$ cat src/rtl/instr_fetch.sv
// Instruction fetch unit: owns the PC, prefetches {pc, instruction} pairs into a
// small buffer and hands them to decode over a valid/ready handshake.
module instr_fetch #(
  parameter int          DEPTH    = 2,
  parameter logic [15:0] RESET_PC = 16'h0000
) (
  input  logic        clk,
  input  logic        rst,
  output logic [15:0] imem_pc,
  input  logic [15:0] imem_instruction,
  output logic        if_valid,
  output logic [15:0] if_instr,
  output logic [15:0] if_pc,
  input  logic        id_ready,
  input  logic        redirect_valid,
  input  logic [15:0] redirect_pc,
  input  logic        halt,
  output logic        align_err
);

  localparam int PW = (DEPTH > 1) ? $clog2(DEPTH) : 1;
  localparam logic [PW:0] DEPTH_C = (PW+1)'(DEPTH);

  typedef enum logic {
    RUN    = 1'b0,
    HALTED = 1'b1
  } state_t;

  state_t         state_r;
  logic [15:0]    fetch_pc_r;
  logic [15:0]    pc_mem_r    [DEPTH];
  logic [15:0]    instr_mem_r [DEPTH];
  logic [PW-1:0]  rd_ptr_r;
  logic [PW-1:0]  wr_ptr_r;
  logic [PW:0]    count_r;
  logic           align_err_r;
  logic           valid_s;
  logic           pop_s;
  logic           push_s;

  // A word may be captured in the same cycle it frees a slot, so a full buffer
  // with a consuming decoder still streams one word per cycle.
  assign valid_s = (count_r != {(PW+1){1'b0}});
  assign pop_s   = valid_s & id_ready;
  assign push_s  = (state_r == RUN) & ~halt & ~redirect_valid &
                   ((count_r < DEPTH_C) | pop_s);

  assign imem_pc   = fetch_pc_r;
  assign if_valid  = valid_s;
  assign if_instr  = valid_s ? instr_mem_r[rd_ptr_r] : 16'h0000;
  assign if_pc     = valid_s ? pc_mem_r[rd_ptr_r]    : 16'h0000;
  assign align_err = align_err_r;

  // Fetch state: PC, buffer storage/pointers, run/halt FSM and sticky alignment flag.
  always_ff @(posedge clk) begin
    if (rst) begin
      state_r     <= RUN;
      fetch_pc_r  <= RESET_PC;
      rd_ptr_r    <= {PW{1'b0}};
      wr_ptr_r    <= {PW{1'b0}};
      count_r     <= {(PW+1){1'b0}};
      align_err_r <= 1'b0;
      for (int i = 0; i < DEPTH; i++) begin
        pc_mem_r[i]    <= 16'h0000;
        instr_mem_r[i] <= 16'h0000;
      end
    end else begin
      if (push_s) begin
        pc_mem_r[wr_ptr_r]    <= fetch_pc_r;
        instr_mem_r[wr_ptr_r] <= imem_instruction;
      end

      if (redirect_valid) begin
        // Flush wins over any pop in the same cycle; the popped head was consumed.
        fetch_pc_r <= {redirect_pc[15:1], 1'b0};
        rd_ptr_r   <= {PW{1'b0}};
        wr_ptr_r   <= {PW{1'b0}};
        count_r    <= {(PW+1){1'b0}};
        if (redirect_pc[0]) begin
          align_err_r <= 1'b1;
        end
      end else begin
        if (push_s) begin
          fetch_pc_r <= fetch_pc_r + 16'd2;
          wr_ptr_r   <= wr_ptr_r + PW'(1);
        end
        if (pop_s) begin
          rd_ptr_r <= rd_ptr_r + PW'(1);
        end
        case ({push_s, pop_s})
          2'b10:   count_r <= count_r + (PW+1)'(1);
          2'b01:   count_r <= count_r - (PW+1)'(1);
          default: count_r <= count_r;
        endcase
      end

      case (state_r)
        RUN:     state_r <= halt ? HALTED : RUN;
        HALTED:  state_r <= halt ? HALTED : RUN;
        default: state_r <= RUN;
      endcase
    end
  end

endmodule
$ cat config.mk
export PLATFORM = sky130hd
export DESIGN_NAME = instr_fetch
export DESIGN_NICKNAME = d
export VERILOG_FILES = /design/src/rtl/instr_fetch.sv
export SDC_FILE = /design/constraint.sdc
export NUM_CORES = 1
export LEC_CHECK = 0
export BUFFER_PORTS_ARGS = -buffer_cell sky130_fd_sc_hd__buf_2
export CELL_PAD_IN_SITES_DETAIL_PLACEMENT = 0
export CELL_PAD_IN_SITES_GLOBAL_PLACEMENT = 1
export CORE_AREA = 8 8 151 82
export CTS_CLUSTER_SIZE = 24
export DETAILED_ROUTE_END_ITERATION = 7
export DIE_AREA = 0 0 159 90
export PLACE_DENSITY = 0.76
export SYNTH_ARGS = -nofsm -noshare
export SYNTH_HDL_FRONTEND = slang
export SYNTH_SLANG_ARGS = --single-unit
$ cat constraint.sdc
create_clock -name clk -period 5.29 [get_ports clk]
set_input_delay 0.529 -clock clk [delete_from_list [all_inputs] [get_ports clk]]
set_output_delay 0.529 -clock clk [all_outputs]
set_load 0.05 [all_outputs]
==> reports/results.env <==
WORST_TRAN_PIN_VALUE_PS=1030
IO_BUFFERS=84
SHARE_CLK_OF_TOTAL_POWER=0.390
SHARE_OF_SYNTHESIZED_AREA_SPENT_ON_MULTIPLEXERS=0.0805
CRITICAL_PATH.MAX_FANOUT=31
FINALCOREUTILIZATION=0.458
WORST_SETUP_PATH_END_KIND='output port'
FIN_CRIT_SH=0.486
POST-ROUTE-MIN-PERIOD_PS=2570
FP.DIEAREA_SQ_UM=14300
SYNTHSIMPLEGATEAREAFRAC=0.225
FINALWEIGHTEDCONGESTION=0.785
SYNTH_ADDER_AREA_SHARE=0.00629
SYNTHESIS.AREA_PER_INSTANCE_SQ_UM=11.5
DRT-TOTAL-WL_MM=9.72
POST_ROUTE_CELLS_DRIVE_ABOVE_1_SHARE=0.269
CRITPATHARRIVALTIME_PS=2040
CLOCK-ROOT-BUFFER='sky130_fd_sc_hd__clkbuf_16'
TIMING.RR.START='count_r[1]$_SDFFE_PP0P_'
CLOCK_LATENCY_PS=330
FLOORPLAN.IO_PINS=87
CTS_INSERTED_BUFFERS=9
TIMING_HOLD_VIOLATIONS_FINAL=0
GRT_ANTENNA_BEFORE_REPAIR=0
RELATIVE_SLEW_SLACK=0.312
CRIT_PATH_KIND='flop to output port'
DRC=0
AREAGROWTHSYNTHTOFINISH_PCT=20.6
WORSTHOLDSTART='redirect_pc[0]'
POWER_DENSITY_nW_PER_UM2=319
VIAS_PER_CELL=4.84
CTSRESIZECOUNT=0
START_KIND='flop'
NUM_VIAS=2771
SWSHARE=0.250
NUM-FILL-CELLS=1008
YS_DOMINANT_REG_CELL='sky130_fd_sc_hd__edfxtp_1'
YOSYSSEQAREASHARE=0.579
ROWS=27
WIRE_PER_INST_UM=17.0
GRT_UTIL_ALL_LAYERS=0.138
ACCUMULATED_NEGATIVE_SETUP_SLACK_PS=0
SYNTHARSTFLOPSHARE=0
TIMING_MAX_TRANSITION_VIOLATIONS_FINAL=0
TIMING.FMAX_MHz=389
MAX_CAP_VIOLATIONS=0
FINALPOWER_W=0.00153
CLOCK_TREE_FROM_TRITONCTS='built'
POWER.COMBINATIONAL.FRACTION=0.105
CELL_INTERNAL_PWR_W=0.00115
SYNTH_TOP_AREA_CELL='sky130_fd_sc_hd__edfxtp_1'
FIN_NETS=463
RUN_STATUS='complete, no violations'
SYNTHTOPCELLSBYAREA='sky130_fd_sc_hd__edfxtp_1, sky130_fd_sc_hd__dfxtp_1, sky130_fd_sc_hd__and2_1, sky130_fd_sc_hd__mux2i_1, sky130_fd_sc_hd__nor2_1'
CTS.PATH.MAX_BUFFERS=2
DR.FIRST_ITER.DRC_COUNT=189
HOLD_PATH.CLASS='input port to flop'
DIE_H_UM=90
SYNTH_COMPOUND_GATE_AREA_SHARE=0.0491
MULTI_INPUT_COMB_AREA_SQ_UM=1560
FINALSETUPVIOLCOUNT=0
DOMINANT_COMBINATIONAL_CELL_FAMILY_BY_AREA_AFTER_SYNTHESIS='simple AND/OR/NAND/NOR gates'
POWER_LEAKAGE_nW=1.88
IRDROPWORSTVDD_V=0.000201
HPWL_MM=6.75
MAXIMUM_NUMBER_OF_PINS_ON_ONE_NET_BEFORE_GLOBAL_ROUTE_REPAIR=32
YS_FF_LATCH=84
POST_SYNTH_INST_COUNT=347
DETAIL-ROUTE-ANTENNA-NETS=0
FINAL-SEQ-AREA_SQ_UM=2300
XOR_XNOR_SHARE_OF_THE_SYNTHESIZED_AREA=0.0220
CLK_TRANSITION_REPORTED_PATHS_PS=60
CLOCK_SINKS=84
SYN_AREA_SQ_UM=3980
NETLIST.AREA_LEADER.SHARE=0.468
P_SEQ_FRAC=0.505
CTS.HTREE.LEVELS=3
NUMBER_OF_FLOPS_MAPPED_TO_ENABLE_CELLS_BY_YOSYS=62
YS_WARN_COUNT=0
WORST_HOLD_SLACK_PS=430
NET-SWITCHING-POWER_W=0.000383
POSTCTSSETUPREPAIRBUFS=0
GLOBAL_ROUTE.OVERFLOW_TOTAL=0
WIRE_LENGTH_OF_THE_FIRST_GLOBAL_ROUTING_PASS_MM=15.7
CTS_HOLD_BUFFERS=0
VIA_COUNT_OF_THE_FIRST_GLOBAL_ROUTING_PASS=2880
NETLIST-CELL-TYPE-COUNT=44
FP.COREAREA_SQ_UM=10500
SETUP_REPAIR_AFTER_GLOBAL_ROUTING_MISSED_ITS_MARGIN='false'
CLOCK-SKEW-FINAL_PS=5.27
NUM_ANTENNA_CELLS=0
START_UTIL=0.380
DIE_WIDTH_UM=159
WORST-ENDPOINT-REQUIRED_PS=4760
DETAIL_ROUTE.FIRST_PASS.ITERATIONS=4
SYNTH.CELLS.MOST_FREQUENT='sky130_fd_sc_hd__and2_1, sky130_fd_sc_hd__edfxtp_1, sky130_fd_sc_hd__nor2_1'
[worst max-delay path: stages, from the launching register on]
cell and delay (ps):
sky130_fd_sc_hd__dfxtp_2 960, sky130_fd_sc_hd__mux2i_1 290, sky130_fd_sc_hd__nor2_1 150, sky130_fd_sc_hd__buf_2 280
[sequential cells by signal, indices dropped and copies added, names as in the netlist, named ones only]
register and flops:
align_err 1, pc_mem_r 30, rd_ptr_r 1, count_r 2, instr_mem_r 32, wr_ptr_r 1, state_r 1, imem_pc 15
[final timing paths]
path / endpoint / slack [ps] / depth (start not counted)
setup / recovery: if_pc[5] / 2720 / 3
hold / removal: align_err$_SDFFE_PP0P_ / 430 / 3
setup reg to reg: instr_mem_r[0][2]$_SDFFCE_PN0P_ / 2770 / 4
hold reg to reg: align_err$_SDFFE_PP0P_ / 470 / 2
[power by group through the flow]
stage | Clock [W] | Combinational, W | Sequential, W
CTS | 0.000611 | 0.000162 | 0.000772
detailed placement | 0 | 0.000162 | 0.000786
floorplan | 0 | 0.0000854 | 0.000806
global route | 0.000632 | 0.000173 | 0.000777
global placement | 0 | 0.000160 | 0.000785
finish | 0.000597 | 0.000160 | 0.000772
[layer usage]
layer / up-vias / GRT usage / share of wire
met5: - / 0 / 0
met4: 0 / 0.0406 / 0.010
met3: 11 / 0.0541 / 0.074
met2: 86 / 0.200 / 0.42
met1: 1292 / 0.187 / 0.50
li1: 1382 / - / -
[through the flow]
| step | instance area, sq um | cells | setup WS [ps] |
|---|---|---|---|
| 2_1_floorplan | 3980 | 348 | 1420 |
| 3_3_place_gp | 4510 | 558 | 2550 |
| 3_5_place_dp | 4510 | 558 | 2440 |
| 4_1_cts | 4800 | 573 | 2680 |
| 5_1_grt | 4800 | 573 | 2550 |
| 6_report | 4800 | 573 | 2720 |
[layout by cell type (no fill, tap or decap), types with 2 or more instances in the layout]
cell type and count:
sky130_fd_sc_hd__nor3_1 2, sky130_fd_sc_hd__inv_1 5, sky130_fd_sc_hd__nor2_2 2, sky130_fd_sc_hd__a31oi_1 2, sky130_fd_sc_hd__nor4_1 2, sky130_fd_sc_hd__edfxtp_1 62, sky130_fd_sc_hd__nand4_1 8, sky130_fd_sc_hd__ha_1 2
sky130_fd_sc_hd__nor2b_1 2, sky130_fd_sc_hd__buf_2 84, sky130_fd_sc_hd__o21ai_4 2, sky130_fd_sc_hd__clkinv_1 3, sky130_fd_sc_hd__conb_1 2, sky130_fd_sc_hd__and2_1 62, sky130_fd_sc_hd__a311o_1 2, sky130_fd_sc_hd__nand2_1 8
sky130_fd_sc_hd__and4_1 2, sky130_fd_sc_hd__xnor2_1 5, sky130_fd_sc_hd__or3_1 3, sky130_fd_sc_hd__clkbuf_16 9, sky130_fd_sc_hd__o21ai_0 6, sky130_fd_sc_hd__and2_2 4, sky130_fd_sc_hd__nor3_2 2, sky130_fd_sc_hd__nand2b_1 2
sky130_fd_sc_hd__buf_4 3, sky130_fd_sc_hd__nand3_1 6, sky130_fd_sc_hd__and3_1 3, sky130_fd_sc_hd__a311oi_1 5, sky130_fd_sc_hd__mux2i_1 32, sky130_fd_sc_hd__a21oi_1 2, sky130_fd_sc_hd__clkinv_2 2, sky130_fd_sc_hd__a211oi_1 7
sky130_fd_sc_hd__nor2_1 48, sky130_fd_sc_hd__dfxtp_1 21, sky130_fd_sc_hd__xor2_1 5
[final cells by class]
type	count	area share
Inverter	6	0.00470
Clock buffer	9	0.0470
Sequential cell	84	0.480
Timing Repair Buffer	87	0.0924
Clock inverter	6	0.0117
Tap cell	145	0.0378
Multi-Input combinational cell	236	0.326
[kinds of logic (layout without fill, tap and decap cells)]
group | Yosys count | after routing
mux | 32 | 32
buf+inv | 28 | 108
other cells | 1 | 2
flops | 84 | 84
simple gates | 162 | 162
fa+ha+maj | 2 | 2
compound gates | 28 | 28
xor+xnor | 10 | 10
No activity file was read; power rests on OpenSTA's default activity.
